**src/rtl/mem_arb_pkg.sv**
```systemverilog
// mem_arb_pkg: shared types and helpers for the I/D main-memory arbiter.
//   arb_state_t : arbiter FSM states
//   ARB_PORT_I  : port ID of the instruction cache
//   ARB_PORT_D  : port ID of the data cache
//   pick_port   : chooses which cache is granted when the arbiter is idle
package mem_arb_pkg;

  typedef enum logic [1:0] {
    IDLE   = 2'd0,
    BUSY_I = 2'd1,
    BUSY_D = 2'd2,
    RESP   = 2'd3
  } arb_state_t;

  localparam logic ARB_PORT_I = 1'b0;
  localparam logic ARB_PORT_D = 1'b1;

  // On a tie the port that was not served last wins, so neither cache can
  // starve the other under continuous contention.
  function automatic logic pick_port(input logic i_req, input logic d_req,
                                     input logic last);
    logic w_port;
    if (i_req && d_req) w_port = ~last;
    else if (d_req)     w_port = ARB_PORT_D;
    else                w_port = ARB_PORT_I;
    return w_port;
  endfunction

endpackage

```
**src/rtl/mem_arbiter.sv**
```systemverilog
// mem_arbiter: shares the single line-wide main-memory port between the
// instruction cache and the data cache, one transaction at a time.
//
// Ports:
//   clk, reset          clock; synchronous active-low reset
//   in_i_read_en        I-cache line-fill request (held until ready)
//   in_i_addr           I-cache line address
//   out_i_ready         one-cycle completion pulse to the I-cache
//   out_i_read_data     fill data, 0 unless out_i_ready
//   in_d_read_en        D-cache fill request (held until ready)
//   in_d_write_en       D-cache writeback request (held until ready)
//   in_d_addr           D-cache line address
//   in_d_write_data     writeback line
//   out_d_ready         one-cycle completion pulse to the D-cache
//   out_d_read_data     fill data, 0 unless out_d_ready
//   out_mem_read_en     memory read command, held for the transaction
//   out_mem_write_en    memory write command, held for the transaction
//   out_mem_addr        latched transaction address
//   out_mem_write_data  latched writeback line
//   in_mem_ready        memory completion pulse
//   in_mem_read_data    memory read line, valid with in_mem_ready
//   out_busy            high whenever the FSM is not IDLE
module mem_arbiter
  import mem_arb_pkg::*;
#(
  parameter int CACHE_LINE_SIZE = 128,
  parameter int ADDR_WIDTH      = 32
) (
  input  logic                       clk,
  input  logic                       reset,
  input  logic                       in_i_read_en,
  input  logic [ADDR_WIDTH-1:0]      in_i_addr,
  output logic                       out_i_ready,
  output logic [CACHE_LINE_SIZE-1:0] out_i_read_data,
  input  logic                       in_d_read_en,
  input  logic                       in_d_write_en,
  input  logic [ADDR_WIDTH-1:0]      in_d_addr,
  input  logic [CACHE_LINE_SIZE-1:0] in_d_write_data,
  output logic                       out_d_ready,
  output logic [CACHE_LINE_SIZE-1:0] out_d_read_data,
  output logic                       out_mem_read_en,
  output logic                       out_mem_write_en,
  output logic [ADDR_WIDTH-1:0]      out_mem_addr,
  output logic [CACHE_LINE_SIZE-1:0] out_mem_write_data,
  input  logic                       in_mem_ready,
  input  logic [CACHE_LINE_SIZE-1:0] in_mem_read_data,
  output logic                       out_busy
);

  arb_state_t                 r_state;
  arb_state_t                 w_next_state;
  logic                       r_port;
  logic                       r_last_grant;
  logic                       r_is_write;
  logic [ADDR_WIDTH-1:0]      r_addr;
  logic [CACHE_LINE_SIZE-1:0] r_wdata;
  logic [CACHE_LINE_SIZE-1:0] r_rdata;

  logic w_i_req;
  logic w_d_req;
  logic w_grant_port;
  logic w_grant_write;
  logic w_busy_mem;

  assign w_i_req       = in_i_read_en;
  assign w_d_req       = in_d_read_en | in_d_write_en;
  assign w_grant_port  = pick_port(w_i_req, w_d_req, r_last_grant);
  // Both D enables high is treated as a writeback.
  assign w_grant_write = (w_grant_port == ARB_PORT_D) && in_d_write_en;
  assign w_busy_mem    = (r_state == BUSY_I) || (r_state == BUSY_D);

  always_ff @(posedge clk) begin
    if (!reset) r_state <= IDLE;
    else        r_state <= w_next_state;
  end

  always_comb begin
    w_next_state = r_state;
    case (r_state)
      IDLE: begin
        if (w_i_req || w_d_req)
          w_next_state = (w_grant_port == ARB_PORT_D) ? BUSY_D : BUSY_I;
      end
      BUSY_I, BUSY_D: begin
        if (in_mem_ready) w_next_state = RESP;
      end
      RESP:    w_next_state = IDLE;
      default: w_next_state = IDLE;
    endcase
  end

  // Transaction latches: loaded on grant, frozen while memory is busy so
  // that request-side changes never reach the memory port.
  always_ff @(posedge clk) begin
    if (!reset) begin
      r_port       <= ARB_PORT_I;
      r_last_grant <= ARB_PORT_I;
      r_is_write   <= 1'b0;
      r_addr       <= '0;
      r_wdata      <= '0;
      r_rdata      <= '0;
    end else begin
      if (r_state == IDLE && (w_i_req || w_d_req)) begin
        r_port     <= w_grant_port;
        r_is_write <= w_grant_write;
        r_addr     <= (w_grant_port == ARB_PORT_D) ? in_d_addr : in_i_addr;
        r_wdata    <= w_grant_write ? in_d_write_data : '0;
      end
      if (w_busy_mem && in_mem_ready) begin
        r_rdata      <= in_mem_read_data;
        r_last_grant <= r_port;
      end
    end
  end

  // Outputs decode only from registered state, never from in_* directly.
  assign out_mem_read_en    = w_busy_mem && !r_is_write;
  assign out_mem_write_en   = w_busy_mem && r_is_write;
  assign out_mem_addr       = r_addr;
  assign out_mem_write_data = r_wdata;
  assign out_i_ready        = (r_state == RESP) && (r_port == ARB_PORT_I);
  assign out_d_ready        = (r_state == RESP) && (r_port == ARB_PORT_D);
  assign out_i_read_data    = out_i_ready ? r_rdata : '0;
  assign out_d_read_data    = out_d_ready ? r_rdata : '0;
  assign out_busy           = (r_state != IDLE);

endmodule

```
**config.mk**
```make
export PLATFORM = sky130hd
export DESIGN_NAME = mem_arbiter
export DESIGN_NICKNAME = d
export VERILOG_FILES = /design/src/rtl/mem_arb_pkg.sv /design/src/rtl/mem_arbiter.sv
export SDC_FILE = /design/constraint.sdc
export NUM_CORES = 1
export LEC_CHECK = 0
export ABC_AREA = 1
export BUFFER_PORTS_ARGS = -buffer_cell sky130_fd_sc_hd__buf_2
export CAP_MARGIN = 25
export CORE_AREA = 2 2 294 296
export DETAILED_ROUTE_END_ITERATION = 16
export DIE_AREA = 0 0 296 298
export PLACE_DENSITY_LB_ADDON = 0.05
export SETUP_SLACK_MARGIN = 0.2
export SLEW_MARGIN = 20
export SYNTH_ARGS = -nofsm -noshare
export SYNTH_HDL_FRONTEND = slang
export SYNTH_SLANG_ARGS = --single-unit
export TNS_END_PERCENT = 10
```
**constraint.sdc**
```tcl
create_clock -name clk -period 1.78 [get_ports clk]
set_input_delay 0.178 -clock clk [delete_from_list [all_inputs] [get_ports clk]]
set_output_delay 0.178 -clock clk [all_outputs]
set_load 0.02 [all_outputs]
```
==> impl_results.md, run 1 <==
- Status: finished, violations left
- Failing checks: negative setup slack
- Gr ovfl total: 0
- Max transition margin: 78.9%
- Die width: 296 µm
- Layout Cells excl Fill: 4280
- Fmax: 484 MHz
- Via count: 16300
- Worst reg2reg endpoint: out_mem_write_data[26]
- P per Cell Area: 1200 nW/µm²
- Hold crit path type: in -> reg
- Cells along the critical path: ha_4, inv_2, nor2_4, inv_8, buf_16, nor2_1, buf_4
- Switching Fraction: 39.6%
- Peak fanout along the critical path: 31
- Maxcap violations: 0
- Final hold violation count: 0
- NetSw: 11.6 mW
- Family with the most delay on the worst path: buffers and inverters
- Leakage power: 11.6 nW
- Synth Register Bits: 293
- Slowest cell on the critical path: dfxtp_2
- Yosys cell types: 17
- Initial Util: 15.4%
- Io pins: 747
- Util after Layout: 28.7%
- Fin nets: 3429
- Fraction of registers with async set/reset: 0%
- Cell Rows: 107
- Antenna violations before repair: 11
- HPWL after DPL: 51600 µm
- Crit path buf inv count: 4
- H-tree Lvls: 2
- Layout cells sized above 1: 31.4%
- Internal: 17.7 mW
- Tot GR Track Use: 14.9%
- Num CTS Buffers: 42
- Setup violators final: 256
- Worst setup EP type: output port
- CP Launch Type: flip-flop
- Via density: 3.82
- Most frequent cells in the layout: buf_2 (568), nor2_1 (407), nand2_1 (398), inv_1 (329), dlygate4sd3_1 (321)
- Grt peak-use layer: met2
- Clock root cell: clkbuf_16
- Slew Limit Fails: 0
- Final WS setup: -0.287 ns
- Largest net degree at the start of global routing: 71
- TritonCTS clock tree: built
- Drt first pass iters: 5
- Vias in the first global route: 16300
- Critical path arrival: 1.89 ns
- Commonest non-fill, non-tap cell in the layout: buf_2
- Placed insts: 3869
- Crit path time final: 2.07 ns
- Flop2flop setup slack: 0.12 ns
- Final cycle utilization of the critical path: 116%
- Setup tns final: -47.90 ns
- Worst slew pin tran: 0.316 ns
- Clock share of power: 28.8%
- Final setup skew: 0.0184 ns
- Gpl congestion: 0.770
- Net Count, Synth: 2388
- Met1 Track Usage GR: 16.3%
- Area growth, synth to finish: 85.9%
- Primary FF master, synth: dfxtp_1
- Residual DRC: 0
- Clk Latency, worst-skew pair: 0.56 ns
- Clock buffer depth: 3
- First-pass GRT wire length: 100000 µm
- RSZ-0062 raised after global routing: yes
- Flop pwr share: 31.1%
- Gate power share: 40.1%
- Required @ worst endpoint: 1.60 ns
- WHS Endpoint: r_rdata[3]
- Hold path depth: 4
- Clock slew at reported path FFs: 0.06 ns
- Max IR drop VDD: 744 µV
- CP peak stage delay: 0.35 ns
- Register area share after synthesis: 44.8%
- Worst r2r src: r_state[0]
- GRT met2 Usage: 27.9%
- Dpl ws: 0.0691 ns
- Die Area: 88200 µm²
- Syn Area/Cell: 6.36 µm²
- DR WL/cell: 16.3 µm
- Syn Inst Count: 2059
- Met3 Usage GRT: 3.89%
- Mapped Area: 13100 µm²
- Core ar.: 84900 µm²
- Worst-case reg-to-reg path depth: 8
- CP Class: reg -> out
- PortBufs: 746
- TritonCTS Sinks: 293
- Die Ht: 298 µm
- Ys Warns: 0
- Min-delay src: in_mem_read_data[3]
- DRT antenna net count: 0
- Final wirelength: 69700 µm
- Post-synth EDFFs: 0
- Starting DRT DRC Count: 488
worst max-delay path by stage:
stage               slack [ns]  startpoint                      to  cells past startpoint
detailed placement        0.07  r_state[0]  out_mem_write_data[26]                      8
global route             -0.39  r_state[1]     out_i_read_data[38]                      7
floorplan                 0.17  r_state[0]    out_i_read_data[100]                      7
finish                   -0.29  r_state[1]     out_i_read_data[56]                      7
global placement           0.1  r_state[0]             r_rdata[57]                      6
CTS                      -0.36  r_state[1]     out_i_read_data[72]                      7
final cells by class:
type	instances	area, µm²
tap	1144	1430
clock buffer	62	1260
sequential	293	5870
clock inverter	9	103
inverter	333	1260
multi-input combinational	1290	5790
timing repair inverter	1	8.76
fill	9605	60500
timing repair buffer	1139	8610
antenna	9	22.5
worst min-delay path: stages:
cell,delay (ns)
buf_2,0.07
o21ai_0,0.07
buf_4,0.14
a21oi_1,0.10
sequential cells by signal (all words and copies together) (netlist names):
signal / cells
r_state: 2
r_last_grant: 1
r_rdata: 128
out_mem_write_data: 128
out_mem_addr: 32
r_is_write: 1
r_port: 1
power groups by stage:
stage	clock network [mW]	logic [mW]	registers (mW)
after floorplan	0	5.25	10.0
final	8.42	11.7	9.08
after detailed placement	0	10.7	9.21
after global routing	9.07	13.0	9.29
after global placement	0	10.7	9.19
after CTS	8.82	11.7	9.09
metal layers:
metal  routed length [µm]  up-vias
met1                27500     7504
met5                   38        -
li1                     -     8263
met4                 1760        6
met2                35800      464
met3                 4530       93
cells by family (layout without fill, tap and decap cells):
family,count (synthesis),count (layout),share of synthesized area (%)
AND/OR/NAND/NOR,898,898,25.8
buffers and inverters,476,1544,14.2
other,0,9,0
adder cells (fa/ha/maj),3,3,0.287
flip-flops,293,293,44.8
AO/OA/AOI/OAI,389,389,14.9
cell usage after synthesis (2+ instances only):
| master | count | area share, % |
|---|---|---|
| buf_2 | 25 | 0.95 |
| or2_2 | 2 | 0.095 |
| nand2_1 | 403 | 12 |
| buf_4 | 11 | 0.63 |
| ha_1 | 3 | 0.29 |
| o21ai_0 | 129 | 4.9 |
| nor2_1 | 489 | 14 |
| inv_1 | 332 | 9.5 |
| clkbuf_1 | 100 | 2.9 |
| nand3_1 | 3 | 0.11 |
| dfxtp_1 | 293 | 45 |
| a21oi_1 | 258 | 9.9 |
| buf_1 | 7 | 0.20 |
per-stage QoR:
stage / instance area (µm²) / power (mW) / hold slack, ns
3_3_place_gp: 18600 / 19.9 / 0.450
5_1_grt: 24400 / 31.4 / 0.0411
3_5_place_dp: 18600 / 20.0 / 0.454
2_1_floorplan: 13200 / 15.3 / 0.335
6_report: 24400 / 29.2 / 0.0630
4_1_cts: 23700 / 29.7 / 0.0201
timing repair:
action,in CTS,in global routing
hold buffers,321,0
cloned,2,4
endpoints found under the hold margin,288,0
setup endpoints to repair,500,494
resized for setup,170,186
pin swaps,3,1
setup buffers,2,2
Power figures use the tool's default switching activity.
==> inputs of run 2 (changes only) <==
CORE_AREA = 4 4 286 288   (was 2 2 294 296)
DIE_AREA = 0 0 290 292   (was 0 0 296 298)
PLACE_DENSITY_LB_ADDON = not set   (was 0.05)
==> impl_results.md, run 2 (synthesized netlist as in run 1, its figures left out) <==
- Status: finished, violations left
- Failing checks: negative setup slack
- Via density: 4.07
- Worst slew pin tran: 0.653 ns
- Clk Latency, worst-skew pair: 0.54 ns
- DR WL/cell: 15.9 µm
- P per Cell Area: 1150 nW/µm²
- Cell Rows: 103
- PortBufs: 746
- Clock root cell: clkbuf_16
- Most frequent cells in the layout: buf_2 (522), nand2_1 (398), nor2_1 (334), inv_1 (328), dlygate4sd3_1 (302)
- First-pass GRT wire length: 95500 µm
- Setup violators final: 260
- Leakage power: 11.7 nW
- Max IR drop VDD: 746 µV
- Crit path time final: 2.12 ns
- Layout Cells excl Fill: 4195
- Worst-case reg-to-reg path depth: 7
- Flop2flop setup slack: 0.15 ns
- Hold WS: 0.0239 ns
- Layout cells sized above 1: 34.6%
- Area growth, synth to finish: 90.3%
- Io pins: 747
- TritonCTS Sinks: 293
- Initial Util: 16.6%
- Hold crit path type: in -> reg
- CP Capture Point: out_i_read_data[58]
- Antenna violations before repair: 1
- Final cycle utilization of the critical path: 119%
- Placed insts: 3805
- Setup tns final: -56.52 ns
- Die width: 290 µm
- Fmax: 471 MHz
- Power, Total: 28.7 mW
- Slew Limit Fails: 0
- Gr ovfl total: 0
- Dpl ws: 0.112 ns
- Die Area: 84700 µm²
- Vias in the first global route: 16700
- CP Class: reg -> out
- Util after Layout: 31.6%
- Worst r2r src: r_state[1]
- Required @ worst endpoint: 1.60 ns
- CP startpoint: r_state[0]
- Die Ht: 292 µm
- Final setup skew: 0.0201 ns
- Cells along the critical path: ha_4, inv_2, nor2_4, inv_8, buf_16, nor2_1, buf_4
- Via count: 17100
- CP peak stage delay: 0.35 ns
- Core ar.: 78900 µm²
- Residual DRC: 0
- Max transition margin: 56.3%
- Final hold violation count: 0
- Clock slew at reported path FFs: 0.05 ns
- Commonest non-fill, non-tap cell in the layout: buf_2
- Clock buffer depth: 3
- Num CTS Buffers: 38
- Worst reg2reg endpoint: r_rdata[81]
- Slowest cell on the critical path: dfxtp_2
- HPWL after DPL: 44800 µm
- Drt first pass iters: 5
- Gpl congestion: 0.937
- Final wirelength: 66500 µm
- Worst setup EP type: output port
- Peak fanout along the critical path: 26
- Maxcap violations: 0
- Placed instance area: 18600 µm²
- Starting DRT DRC Count: 928
- CP Launch Type: flip-flop
- Fin area: 24900 µm²
- Fin nets: 3445
- Hold path depth: 5
- Critical path arrival: 1.95 ns
- Largest net degree at the start of global routing: 72
- Tot GR Track Use: 14.1%
- DRT antenna net count: 0
- TritonCTS clock tree: built
- H-tree Lvls: 2
- RSZ-0062 raised after global routing: yes
- Final WS setup: -0.345 ns
==> run 2: worst min path at each step <==
stage,startpoint,to,slack [ns]
2_1_floorplan,in_mem_ready,r_last_grant,0.33
3_3_place_gp,out_mem_write_data[118],out_mem_write_data[118],0.45
3_5_place_dp,out_mem_write_data[82],out_mem_write_data[82],0.45
4_1_cts,in_mem_read_data[99],r_rdata[99],0.0005
5_1_grt,in_mem_read_data[119],r_rdata[119],0.01
6_report,in_i_addr[29],out_mem_addr[29],0.02
==> run 2: area by class of cell <==
type                    count  area [µm²]
fillers                  8183       53900
repair buffers           1159        9080
multi-input cells        1290        6160
flip-flops and latches    293        5870
well taps                1050        1310
inverters                 333        1260
clock buffers              62        1190
clock inverters             4        32.5
repair inverters            1        11.3
diodes                      3        7.51
==> run 2: routing by layer <==
metal	up-vias	track usage, %	wire (µm)
li1	8279	-	-
met1	7779	16.6	25700
met2	799	23.5	31600
met3	234	4.50	5880
met4	2	6.69	3320
met5	-	0	12
==> run 2: worst max-delay path, delay by kind of cell (launching register included) <==
family	cells	cell delay (ns)
fa+ha+maj	1	0.15
flops	1	0.35
simple gates	2	0.33
buf+inv	4	0.53
==> run 2: timing repair <==
action / CTS / global route
pin swaps: 2 / 2
hold buffers: 302 / 0
gates cloned: 5 / 2
endpoints found under the hold margin: 279 / 0
setup buffers: 10 / 2
resized for setup: 376 / 215
endpoints found under the setup margin: 390 / 473
==> run 2: report_power, final <==
group	switching [mW]	total (mW)	internal (mW)
Combinational	7.84	12.0	4.14
Sequential	0.686	9.10	8.42
Clock	3.00	7.57	4.57
Total	11.5	28.7	17.1
